--- src/rtl/alu_flags_reg.sv ---
// alu_flags_reg: architectural flags register directly downstream of the ALU.
//   Captures the ALU's 5-bit flag vector {lcarry, acarry, zero, sign, overflow}
//   or bus_in[4:0]. Keeps a LIFO shadow stack for interrupt entry and return.
//   Evaluates a 4-bit branch condition code against the stored flags.
//
// Ports:
//   clk, rst_n            : clock; asynchronous active-low reset
//   flags_in, load_alu    : ALU flag vector and its capture strobe
//   bus_in, load_bus      : data bus; bits [4:0] are captured as flags
//   assert_bus            : request to drive the flags onto the bus
//   bus_out, bus_en       : zero-extended flags; active-low driver enable
//   push, pop             : shadow stack save / restore
//   stack_full/empty/err  : stack status; err is sticky until reset
//   cond, cond_true       : condition select and its result (no latency)
//   flags                 : stored flags
module alu_flags_reg #(
  parameter int WIDTH = 8,
  parameter int DEPTH = 4
) (
  input  logic             clk,
  input  logic             rst_n,
  input  logic [4:0]       flags_in,
  input  logic             load_alu,
  input  logic [WIDTH-1:0] bus_in,
  input  logic             load_bus,
  input  logic             assert_bus,
  output logic [WIDTH-1:0] bus_out,
  output logic             bus_en,
  input  logic             push,
  input  logic             pop,
  output logic             stack_full,
  output logic             stack_empty,
  output logic             stack_err,
  input  logic [3:0]       cond,
  output logic             cond_true,
  output logic [4:0]       flags
);

  localparam int CW = $clog2(DEPTH + 1);
  localparam int AW = (DEPTH > 1) ? $clog2(DEPTH) : 1;
  localparam logic [CW-1:0] FULL_CNT = CW'(DEPTH);

  logic [4:0]    flags_q, flags_d;
  logic [CW-1:0] cnt_q, cnt_d;
  logic          err_q, err_d;
  logic [4:0]    stk_q [DEPTH];

  logic          is_full, is_empty;
  logic          push_ok, pop_ok;
  logic [AW-1:0] wr_idx, rd_idx;

  // Only bits [4:0] of the bus carry flags.
  if (WIDTH > 5) begin : g_bus_hi
    logic unused_bus_hi;
    assign unused_bus_hi = ^bus_in[WIDTH-1:5];
  end

  assign is_full  = (cnt_q == FULL_CNT);
  assign is_empty = (cnt_q == '0);

  // push and pop together is an error and moves nothing.
  assign push_ok = push & ~pop & ~is_full;
  assign pop_ok  = pop & ~push & ~is_empty;

  assign wr_idx = AW'(cnt_q);
  assign rd_idx = AW'(cnt_q - 1'b1);

  always_comb begin
    flags_d = flags_q;
    cnt_d   = cnt_q;
    err_d   = err_q | (push & pop) | (push & is_full) | (pop & is_empty);

    if (push_ok) begin
      cnt_d = cnt_q + 1'b1;
    end else if (pop_ok) begin
      cnt_d = cnt_q - 1'b1;
    end

    // A successful pop overrides any same-cycle load.
    if (pop_ok) begin
      flags_d = stk_q[rd_idx];
    end else if (load_bus) begin
      flags_d = bus_in[4:0];
    end else if (load_alu) begin
      flags_d = flags_in;
    end
  end

  always_ff @(posedge clk or negedge rst_n) begin
    if (!rst_n) begin
      flags_q <= '0;
      cnt_q   <= '0;
      err_q   <= 1'b0;
    end else begin
      flags_q <= flags_d;
      cnt_q   <= cnt_d;
      err_q   <= err_d;
    end
  end

  // Stack entries need no reset: anything above the count is never read.
  // The pushed value is the pre-load flags_q, so push+load saves the old flags.
  always_ff @(posedge clk) begin
    if (push_ok) begin
      stk_q[wr_idx] <= flags_q;
    end
  end

  // Condition evaluation from the registered flags only.
  always_comb begin
    logic lc, ac, z, s, v;
    lc = flags_q[4];
    ac = flags_q[3];
    z  = flags_q[2];
    s  = flags_q[1];
    v  = flags_q[0];
    cond_true = 1'b0;
    case (cond)
      4'd0:    cond_true = 1'b1;
      4'd1:    cond_true = z;
      4'd2:    cond_true = ~z;
      4'd3:    cond_true = ac;
      4'd4:    cond_true = ~ac;
      4'd5:    cond_true = lc;
      4'd6:    cond_true = ~lc;
      4'd7:    cond_true = s;
      4'd8:    cond_true = ~s;
      4'd9:    cond_true = v;
      4'd10:   cond_true = ~v;
      4'd11:   cond_true = s ^ v;
      4'd12:   cond_true = ~(s ^ v);
      4'd13:   cond_true = ~ac | z;
      4'd14:   cond_true = ac & ~z;
      default: cond_true = 1'b0;
    endcase
  end

  assign flags       = flags_q;
  assign bus_out     = WIDTH'(flags_q);
  assign bus_en      = ~assert_bus;
  assign stack_full  = is_full;
  assign stack_empty = is_empty;
  assign stack_err   = err_q;

endmodule

--- config.mk ---
export PLATFORM = sky130hd
export DESIGN_NAME = alu_flags_reg
export DESIGN_NICKNAME = d
export VERILOG_FILES = /design/src/rtl/alu_flags_reg.sv
export SDC_FILE = /design/constraint.sdc
export NUM_CORES = 1
export LEC_CHECK = 0
export BUFFER_PORTS_ARGS = -buffer_cell sky130_fd_sc_hd__buf_4
export CAP_MARGIN = 10
export CORE_MARGIN = 2
export CORE_UTILIZATION = 50
export DETAILED_ROUTE_END_ITERATION = 7
export PLACE_DENSITY = 0.81
export SLEW_MARGIN = 20
export SYNTH_ARGS = -nofsm -noshare
export SYNTH_HDL_FRONTEND = slang
export SYNTH_SLANG_ARGS = --single-unit
--- constraint.sdc ---
create_clock -name clk -period 2.1 [get_ports clk]
set_input_delay 0.105 -clock clk [delete_from_list [all_inputs] [get_ports clk]]
set_output_delay 0.105 -clock clk [all_outputs]
set_load 0.05 [all_outputs]
==> results of run 1 <==
==> flip-flops by register name, summed over array words and instances, names as in the netlist <==
register	count
cnt_q	3
stk_q	20
flags	5
stack_err	1
==> worst paths after layout <==
path / startpoint / to / slack (ns) / cells past startpoint
max: flags[1]$_DFFE_PN0P_ / cond_true / 0.11 / 5
min: pop / stack_err$_DFF_PN0_ / 0.05 / 3
max reg2reg: cnt_q[1]$_DFFE_PN0P_ / stk_q[3][3]$_DFFE_PP_ / 0.36 / 5
min reg2reg: stack_err$_DFF_PN0_ / stack_err$_DFF_PN0_ / 0.50 / 2
max in group asynchronous: rst_n / flags[3]$_DFFE_PN0P_ / 1.81 / 2
min in group asynchronous: rst_n / flags[1]$_DFFE_PN0P_ / 0.14 / 2
==> power groups by stage <==
stage | sequential, uW | combinational (uW) | clock (uW)
final | 888 | 1100 | 353
after global routing | 906 | 1180 | 380
after CTS | 887 | 1110 | 357
after detailed placement | 899 | 1100 | 0
after global placement | 888 | 1080 | 0
after floorplan | 973 | 779 | 0
==> synthesized netlist by cell type (2+ instances only) <==
| library cell | count |
|---|---|
| a211oi_1 | 3 |
| edfxtp_1 | 20 |
| and2_1 | 4 |
| nand2_1 | 5 |
| buf_6 | 2 |
| nand2b_1 | 5 |
| mux2i_1 | 7 |
| nor2_1 | 7 |
| buf_4 | 10 |
| xnor2_1 | 2 |
| o21ai_0 | 6 |
| dfrtp_1 | 9 |
| mux4_2 | 5 |
| inv_1 | 7 |
| ha_1 | 5 |
| a21oi_1 | 9 |
==> per-layer routing <==
metal,up-vias,share of wire,global-route usage
li1,528,-,-
met1,533,0.41,0.247
met2,56,0.50,0.324
met3,8,0.071,0.0661
met4,0,0.019,0.0994
met5,-,0,0
==> cell type report <==
type | instances | area, sq um
Clock buffer | 8 | 58.8
Timing Repair Buffer | 38 | 288
Inverter | 7 | 26.3
Multi-Input combinational cell | 80 | 654
Fill cell | 251 | 1140
Tap cell | 44 | 55.1
Sequential cell | 29 | 826
==> through the flow <==
step           instances  area [sq um]  hold WS [ns]   util
6_report             206          1910        0.0453  0.625
5_1_grt              206          1910        0.0467  0.625
4_1_cts              206          1910        0.0357  0.625
3_5_place_dp         197          1840       -0.0548  0.602
3_3_place_gp         197          1840       -0.0599  0.602
2_1_floorplan        131          1620        -0.191      -
==> logic make-up (layout without fill, tap and decap cells) <==
kind of cell | after synthesis | after routing | share of synthesized area
XOR/XNOR | 3 | 3 | 0.0163
buffers and inverters | 22 | 53 | 0.0848
multiplexers | 12 | 12 | 0.114
other | 1 | 3 | 0.00233
flip-flops | 29 | 29 | 0.513
adder cells (fa/ha/maj) | 5 | 5 | 0.0389
AO/OA/AOI/OAI | 24 | 24 | 0.0988
AND/OR/NAND/NOR | 33 | 33 | 0.132
==> what timing repair did <==
action                                 CTS  global route
endpoints found under the hold margin    9             0
hold buffers                             1             0
gates resized for setup                  0             0
setup endpoints to repair                0             0
==> worst max-delay path, stage by stage (launching register included) <==
cell	delay, ns
dfrtp_1	0.60
xor2_1	0.22
nor4b_1	0.07
o31ai_1	0.31
o211ai_2	0.14
buf_4	0.21
==> run metrics, run 1 <==
insertion delay of the later-clocked pin in the worst-skew pair 0.33 ns; final routed DRC violation total 0; number of antenna repair diodes 0; Post-synth EDFFs 20; Placer Congestion 0.784; flip-flop and latch count after synthesis 29; Yosys warning count 0; number of sinks driven by the clock tree 29; highest ir drop seen on vdd around 0.00072 V; count of vias placed by the detailed router 1125; Clock transition at path regs 0.09 ns; clock tree from TritonCTS done; PD cells 1230 nW/um^2; max-slew violation count 0; buffer count from post-CTS setup fixing 0; Async SR Flop Fraction 0.310; data arrival time of the critical path about 1.9 ns; post-layout power 2340 uW; type of element launching the critical path flip-flop; deepest level of the CTS H-tree 2; area of the die 3690 sq um; number of distinct library cells after synthesis 39; global-route wire length before repair 5050 microns; total I/O pin count 42; relative contribution of combinational cells to total power 0.471; synthesis-to-finish area growth 18.6%; f_max approximately 500 MHz; library cell with the largest summed area after synthesis edfxtp_1; GR Overflow Total 0; class of the most critical hold timing path input pin to flip-flop; combined area of all synthesized cells 1610 sq um; maximum buffer depth of the clock tree 2; Crit path required time 2.00 ns; Setup crit end kind primary output; share of the yosys chip area belonging to registers 0.513; number of design-rule violations left by the first detailed-router iteration 48; Final Skew 0.00891 ns; top cell type's share of synthesized area 0.373; most frequent standard cell in the layout excluding fill and tap cells buf_4; fraction of layout cells with a size suffix above 1 0.346; drt via density between 5 and 6; Top FF cell, synth edfxtp_1; buffer cell driving the clock tree root clkbuf_4; Hold Vio Cnt, Final 0; HPWL after detailed placement 2330 microns; Sequential Power Share 0.379; minimum period implied by the final worst setup slack just under 2 ns; initial antenna violation count 0; clock group share of total power 0.150; CP Class flip-flop to primary output; top fanout value on the critical path 12; I/O Buffers 35; setup repair after global routing missed its margin false; Final #Nets 190; die outline height 60.7 microns; mean instance size in the synthesized netlist 12.5 sq um; cell count after synthesis approximately 130; number of max-cap violations 0; switching share of power 0.420; worst setup slack before clock tree synthesis 0.375 ns; placeable core area 3050 sq um; total CTS buffers 5; Setup Viol. Count Final 0; internal power between 1000 and 1500 uW; reported leakage power 0.000785 uW; reported net switching power 984 uW; status finished clean; sum of negative setup slack 0 ns; final critical-path share of the clock period 0.947; initial cell density of the core 0.527; post-detailed-routing wire length 3150 microns; Die W 60.7 microns; final worst-path setup slack around 0.11 ns; Global Route Usage Sum 0.202; cell row count 20; cell types with the largest area share after synthesis edfxtp_1 37%, dfrtp_1 14%, mux4_2 7.0%; commonest cells after routing, fill and taps aside 37 x buf_4, 20 x edfxtp_1, 9 x a21oi_1, 9 x dfrtp_1; First-pass DRT Iterations 5; vias in the first global route 1043; post-route ant nets 0; wire length per cell 15.3 microns; maximum number of pins on one net before global-route repair 13
No activity file was read; power rests on OpenSTA's default activity.
==> run 2: changes to the inputs <==
--- a/config.mk
+++ b/config.mk
@@ -11,6 +11,7 @@
 export CORE_UTILIZATION = 50
 export DETAILED_ROUTE_END_ITERATION = 7
 export PLACE_DENSITY = 0.81
+export SETUP_SLACK_MARGIN = 0.3
 export SLEW_MARGIN = 20
 export SYNTH_ARGS = -nofsm -noshare
 export SYNTH_HDL_FRONTEND = slang
==> constraint.sdc (replaced) <==
create_clock -name clk -period 2.17 [get_ports clk]
set_input_delay 0.1085 -clock clk [delete_from_list [all_inputs] [get_ports clk]]
set_output_delay 0.1085 -clock clk [all_outputs]
set_load 0.05 [all_outputs]
==> run 2 against run 1 <==
  * First-iteration DRC count fell by 19%
  * Wire length rose by 3.5%
  * Non-clock buffer count rose by 3
  * Cell count rose by 1.5%
  * Via count fell by 0.44%
  * Sequential cell count did not move
  * Combinational power barely moved
  * Clock-buffer cell count fell by 1
==> run metrics, run 2 (same netlist as run 1, synthesis figures left out) <==
status finished clean; I/O Buffers 35 (unchanged); area of the die 3690 sq um (unchanged); top fanout value on the critical path 8 (-4); fraction of layout cells with a size suffix above 1 0.394 (+0.0483); Hold Vio Cnt, Final 0 (unchanged); Clock transition at path regs 0.09 ns (about the same); data arrival time of the critical path 1.69 ns (-0.19 ns); final routed DRC violation total 0 (unchanged); die outline height 60.7 microns (unchanged); post-route ant nets 0 (unchanged); switching share of power 0.399 (-0.0203); number of antenna repair diodes 0 (unchanged); number of sinks driven by the clock tree 29 (unchanged); type of element launching the critical path flip-flop; max-slew violation count 0 (unchanged); number of max-cap violations 0 (unchanged); drt via density 5.36 (-1.9%); most frequent standard cell in the layout excluding fill and tap cells buf_4; total CTS buffers 5 (unchanged); Final Skew 0.0146 ns (+0.00568 ns); Setup Viol. Count Final 0 (unchanged); max FFs per register 20 (unchanged); instance count along the most critical hold path 3 (unchanged); internal power 1460 uW (+7.5%); reported leakage power 0.000806 uW (+2.7%); First-pass DRT Iterations 4 (-1); deepest level of the CTS H-tree 2 (unchanged); class of the most critical hold timing path input pin to flip-flop; PD cells 1240 nW/um^2 (+0.71%); relative contribution of combinational cells to total power 0.462 (-0.009); Final #Nets 193 (+1.6%); HPWL after detailed placement 2450 microns (+5.0%); placeable core area 3050 sq um (unchanged); maximum buffer depth of the clock tree 2 (unchanged); sum of negative setup slack 0 ns (unchanged); cell row count 20 (unchanged); count of vias placed by the detailed router 1120 (-0.44%); sequential cell area 831 sq um (+0.61%); clock group share of total power 0.187 (+0.037); area occupied by multi-input gates 659 sq um (+0.76%); Worst Hold Slack 0.0616 ns (+0.0163 ns); post-detailed-routing wire length 3260 microns (+3.5%); CP Class flip-flop to primary output; worst r2r path cells 5 (unchanged); Crit path required time 2.06 ns (+0.06 ns); minimum period implied by the final worst setup slack 1.80 ns; insertion delay of the later-clocked pin in the worst-skew pair 0.32 ns (about the same); Die W 60.7 microns (unchanged); Global Route Usage Sum 0.197 (-0.00496); Top reg by flops stk_q; GR Overflow Total 0 (unchanged); maximum number of pins on one net before global-route repair 13 (unchanged); f_max 557 MHz; number of design-rule violations left by the first detailed-router iteration 39 (-19%); reported net switching power 972 uW (-1.2%); total I/O pin count 42 (unchanged); number of filler instances in the final layout 244 (-2.8%); buffer cell driving the clock tree root clkbuf_4; synthesis-to-finish area growth 22.2%; setup repair after global routing missed its margin false; highest ir drop seen on vdd 0.000789 V (+9.7%); vias in the first global route 1067 (+2.3%); Placer Congestion 0.765 (-2.4%); Setup crit end kind primary output; commonest cells after routing, fill and taps aside 40 x buf_4, 20 x edfxtp_1, 9 x a21oi_1; initial cell density of the core 0.527 (unchanged); Sequential Power Share 0.351 (-0.028); clock tree from TritonCTS done; global-route wire length before repair 5130 microns (+1.6%); initial antenna violation count 0 (unchanged); wire length per cell 15.6 microns (+2.0%); final critical-path share of the clock period 0.828
run 2: cell types whose count changed in the layout (fill, tap and decap cells not counted), sizes merged:
cell and change:
clkbuf -1, bufinv +1, buf +3
run 2: path summary, 6_finish.rpt:
check / slack (ns) / start / end
setup / recovery: 0.37 / flags[1]$_DFFE_PN0P_ / cond_true
hold / removal: 0.06 / pop / stack_err$_DFF_PN0_
setup reg to reg: 0.42 / cnt_q[1]$_DFFE_PN0P_ / stk_q[2][1]$_DFFE_PP_
hold reg to reg: 0.50 / stack_err$_DFF_PN0_ / stack_err$_DFF_PN0_
max in group asynchronous: 1.86 / rst_n / flags[1]$_DFFE_PN0P_
min in group asynchronous: 0.15 / rst_n / cnt_q[1]$_DFFE_PN0P_
run 2: cell type report:
cell class,count,share of cell area
clock buffer,7,0.0280
inverter,7,0.0134
tap,44,0.0280
sequential,29,0.422
clock inverter,1,0.0153
timing repair buffer,41,0.158
multi-input combinational,80,0.335
run 2: critical path, stage by stage, from the launching register on:
cell and delay, ns:
dfrtp_2 0.48, xor2_1 0.18, nor4b_1 0.31, o31ai_2 0.11, o211ai_2 0.08, buf_4 0.21
run 2: timing repair:
action,CTS,global route
endpoints found under the hold margin,9,0
gates resized for setup,2,3
endpoints found under the setup margin,1,1
pin swaps,0,0
hold buffers,1,0
setup buffers,0,3
run 2: layer usage:
| layer | part of all wire | global-route usage |
|---|---|---|
| met1 | 0.39 | 0.254 |
| met2 | 0.52 | 0.324 |
| met3 | 0.084 | 0.0618 |
| met4 | 0.0071 | 0.0559 |
| met5 | 0 | 0 |
run 2: through the flow:
stage                      util  std cells  power [uW]  setup WS [ns]  instance area [sq um]
after floorplan               -        131        1700          0.302                   1620
after global placement    0.602        197        1900          0.499                   1840
after detailed placement  0.602        197        1950          0.439                   1840
after CTS                 0.634        206        2410          0.332                   1940
after global routing      0.644        209        2540          0.283                   1970
final                     0.644        209        2430          0.374                   1970
run 2: power groups by stage:
| stage | clock network, uW | logic (uW) | registers (uW) |
|---|---|---|---|
| after floorplan | 0 | 754 | 942 |
| after global placement | 0 | 1040 | 859 |
| after detailed placement | 0 | 1080 | 872 |
| after CTS | 461 | 1090 | 861 |
| after global routing | 479 | 1190 | 873 |
| final | 455 | 1120 | 855 |
==> run 3: changes to the inputs <==
--- a/config.mk
+++ b/config.mk
@@ -5,10 +5,11 @@
 export SDC_FILE = /design/constraint.sdc
 export NUM_CORES = 1
 export LEC_CHECK = 0
+export ABC_AREA = 1
 export BUFFER_PORTS_ARGS = -buffer_cell sky130_fd_sc_hd__buf_4
 export CAP_MARGIN = 10
 export CORE_MARGIN = 2
-export CORE_UTILIZATION = 50
+export CORE_UTILIZATION = 48
 export DETAILED_ROUTE_END_ITERATION = 7
 export PLACE_DENSITY = 0.81
 export SETUP_SLACK_MARGIN = 0.3
==> constraint.sdc (replaced) <==
create_clock -name clk -period 1.65 [get_ports clk]
set_input_delay 0.0825 -clock clk [delete_from_list [all_inputs] [get_ports clk]]
set_output_delay 0.0825 -clock clk [all_outputs]
set_load 0.05 [all_outputs]
==> run 3 against run 2 <==
  * Cell area up 20%
  * Non-clock buffer count increased by 15
  * Sequential power up 31%
  * Cell count rose by 49%
  * Critical endpoint unchanged
==> run metrics, run 3 <==
commonest cells after routing, fill and taps aside 63 x nand2_1, 49 x buf_4, 20 x edfxtp_1; Sequential Power Share 0.280 (-0.071); f_max 668 MHz; max FFs per register 20 (unchanged); number of sinks driven by the clock tree 29 (unchanged); post-layout power 4000 uW (+64%); mean instance size in the synthesized netlist 8.37 sq um (-33%); PD cells 1700 nW/um^2 (+37%); Final Skew 0.00718 ns (-0.00741 ns); area of the die 4160 sq um (+13%); GR Overflow Total 0 (unchanged); highest ir drop seen on vdd 0.00102 V (+29%); First-pass DRT Iterations 4 (unchanged); final routed DRC violation total 0 (unchanged); buffer cell driving the clock tree root clkbuf_4; switching share of power 0.466 (+0.0667); critical hold path startpoint push; most frequently used cell type in the post-synthesis netlist nand2_1; number of max-cap violations 0 (unchanged); instance count along the most critical hold path 3 (unchanged); drt via density 4.82 (-10%); Crit path required time 1.57 ns (-0.49 ns); Top FF cell, synth edfxtp_1; post-route ant nets 0 (unchanged); class of the most critical hold timing path input pin to flip-flop; global-route wire length before repair 6250 microns (+22%); combined area of all synthesized cells 1760 sq um (+9.2%); type of element launching the critical path flip-flop; HPWL after detailed placement 2510 microns (+2.7%); critical register-to-register path endpoint stk_q[0][3]$_DFFE_PP_; Hold Vio Cnt, Final 0 (unchanged); worst r2r path cells 5 (unchanged); count of vias placed by the detailed router 1503 (+34%); number of design-rule violations left by the first detailed-router iteration 77 (+97%); Clock transition at path regs 0.09 ns (about the same); number of distinct library cells after synthesis 25 (-36%); Global Route Usage Sum 0.203 (+0.00626); clock group share of total power 0.102 (-0.085); ranking of synthesized cells by instance count 67 x nand2_1, 24 x inv_1, 24 x nand3_1; Setup Viol. Count Final 0 (unchanged); setup repair after global routing missed its margin true; Die W 64.5 microns (+6.2%); top fanout value on the critical path 3 (-5); reported net switching power 1860 uW (+92%); register-to-register setup slack 0.24 ns (-0.18 ns); Setup crit end kind primary output; placeable core area 3420 sq um (+12%); status finished clean; initial cell density of the core 0.514 (-0.0128); total CTS buffers 5 (unchanged); Async SR Flop Fraction 0.310 (unchanged); Worst R2R Start cnt_q[0]$_DFFE_PN0P_; number of filler instances in the final layout 276 (+13%); sum of negative setup slack 0 ns (unchanged); share of the yosys chip area belonging to registers 0.470 (-0.0431); clock tree from TritonCTS done; CP Class flip-flop to primary output; internal power 2130 uW (+46%); Top reg by flops stk_q; number of antenna repair diodes 0 (unchanged); I/O Buffers 35 (unchanged); max-slew violation count 0 (unchanged); most frequent standard cell in the layout excluding fill and tap cells nand2_1; minimum period implied by the final worst setup slack between 1 and 1.5 ns; relative contribution of combinational cells to total power 0.617 (+0.155); deepest level of the CTS H-tree 2 (unchanged); wire length per cell 12.6 microns (-19%); total I/O pin count 42 (unchanged); final critical-path share of the clock period 0.907; initial antenna violation count 0 (unchanged); sink of the worst hold path stack_err$_DFF_PN0_; Post-synth EDFFs 20 (unchanged); data arrival time of the critical path 1.41 ns (-0.28 ns); Final #Nets 294 (+52%); cell row count 21 (+5.0%); synthesis-to-finish area growth 34.0%; maximum number of pins on one net before global-route repair 14 (+1); fraction of layout cells with a size suffix above 1 0.417 (+0.0234); Yosys warning count 0 (unchanged); cell types with the largest area share after synthesis edfxtp_1 34%, nand2_1 14%, dfrtp_1 13%; Placer Congestion 0.819 (+7.1%); top cell type's share of synthesized area 0.342 (-0.0314); cell count after synthesis 210 (+63%); post-detailed-routing wire length 3940 microns (+21%); flip-flop and latch count after synthesis 29 (unchanged); Worst Hold Slack 0.0259 ns (-0.0357 ns); library cell with the largest summed area after synthesis edfxtp_1; insertion delay of the later-clocked pin in the worst-skew pair 0.33 ns (about the same); reported leakage power 0.00113 uW (+41%); maximum buffer depth of the clock tree 2 (unchanged); die outline height 64.5 microns (+6.2%); vias in the first global route 1355 (+27%)
run 3: changes by cell type in the layout (fill, tap and decap cells not counted), moves of 6 or more:
cell,before,now
nand2_1,5,63
nand3_1,1,19
inv_1,7,18
buf_4,40,49
inv_2,0,9
a21oi_1,9,1
mux2i_1,7,0
nand2_2,0,6
nand3_2,0,6
run 3: repair_timing:
item | 4_1_cts | 5_1_grt
setup buffers | 7 | 10
hold buffers | 1 | 0
endpoints found under the hold margin | 9 | 0
pin swaps | 6 | 6
resized for setup | 9 | 17
setup endpoints to repair | 31 | 29
run 3: area by class of cell:
class	count	area, sq um	share of cell area
Clock inverter	2	10.0	0.00425
Timing Repair Buffer	56	450	0.191
Inverter	29	118	0.0500
Multi-Input combinational cell	144	845	0.359
Sequential cell	29	832	0.354
Tap cell	46	57.6	0.0245
Clock buffer	6	41.3	0.0175
run 3: power groups by stage:
stage	Clock (uW)	Combinational, uW	Sequential [uW]
2_1_floorplan	0	1320	1280
3_3_place_gp	0	1840	1160
3_5_place_dp	0	1860	1160
4_1_cts	426	2050	1130
5_1_grt	455	2660	1140
6_report	408	2470	1120
run 3: kinds of logic (layout without fill, tap and decap cells):
kind of cell | count (synthesis) | after routing | share of synthesized area
and+or+nand+nor | 120 | 120 | 0.322
buffers and inverters | 39 | 93 | 0.103
DFF | 29 | 29 | 0.470
AOI/OAI and AO/OA | 13 | 13 | 0.0477
adders and majority gates | 5 | 5 | 0.0356
xor gates and xnor gates | 3 | 3 | 0.0192
other | 1 | 3 | 0.00213
run 3: worst max-delay path by stage:
stage | from | to | depth (start not counted)
CTS | flags[1]$_DFFE_PN0P_ | cond_true | 9
finish | flags[2]$_DFFE_PN0P_ | cond_true | 7
global route | flags[1]$_DFFE_PN0P_ | cond_true | 9
global placement | cnt_q[1]$_DFFE_PN0P_ | stk_q[0][1]$_DFFE_PP_ | 5
detailed placement | cnt_q[1]$_DFFE_PN0P_ | stk_q[0][0]$_DFFE_PP_ | 5
floorplan | cnt_q[0]$_DFFE_PN0P_ | stk_q[0][0]$_DFFE_PP_ | 6
run 3: worst max-delay path, cell delays in order, from the launching register on:
cell and delay [ns]:
dfrtp_2 0.41, buf_4 0.13, nand2_1 0.04, nand3_1 0.07, nand3_1 0.10, nor2_2 0.13, nand2_2 0.05, buf_6 0.15
run 3: layer usage:
| layer | vias up | share of wire | global-route usage |
|---|---|---|---|
| li1 | 770 | - | - |
| met1 | 694 | 0.43 | 0.274 |
| met2 | 35 | 0.51 | 0.311 |
| met3 | 4 | 0.048 | 0.0469 |
| met4 | 0 | 0.0091 | 0.0957 |
| met5 | - | 0 | 0 |
run 3: metrics by stage:
step                instance area [sq um]   util  setup slack [ns]  cells
floorplan                            1830      -             0.172    212
global placement                     2090  0.613             0.164    286
detailed placement                   2090  0.613             0.132    286
CTS                                  2230  0.652             0.123    302
global route                         2350  0.689            0.0261    312
finish                               2350  0.689             0.154    312
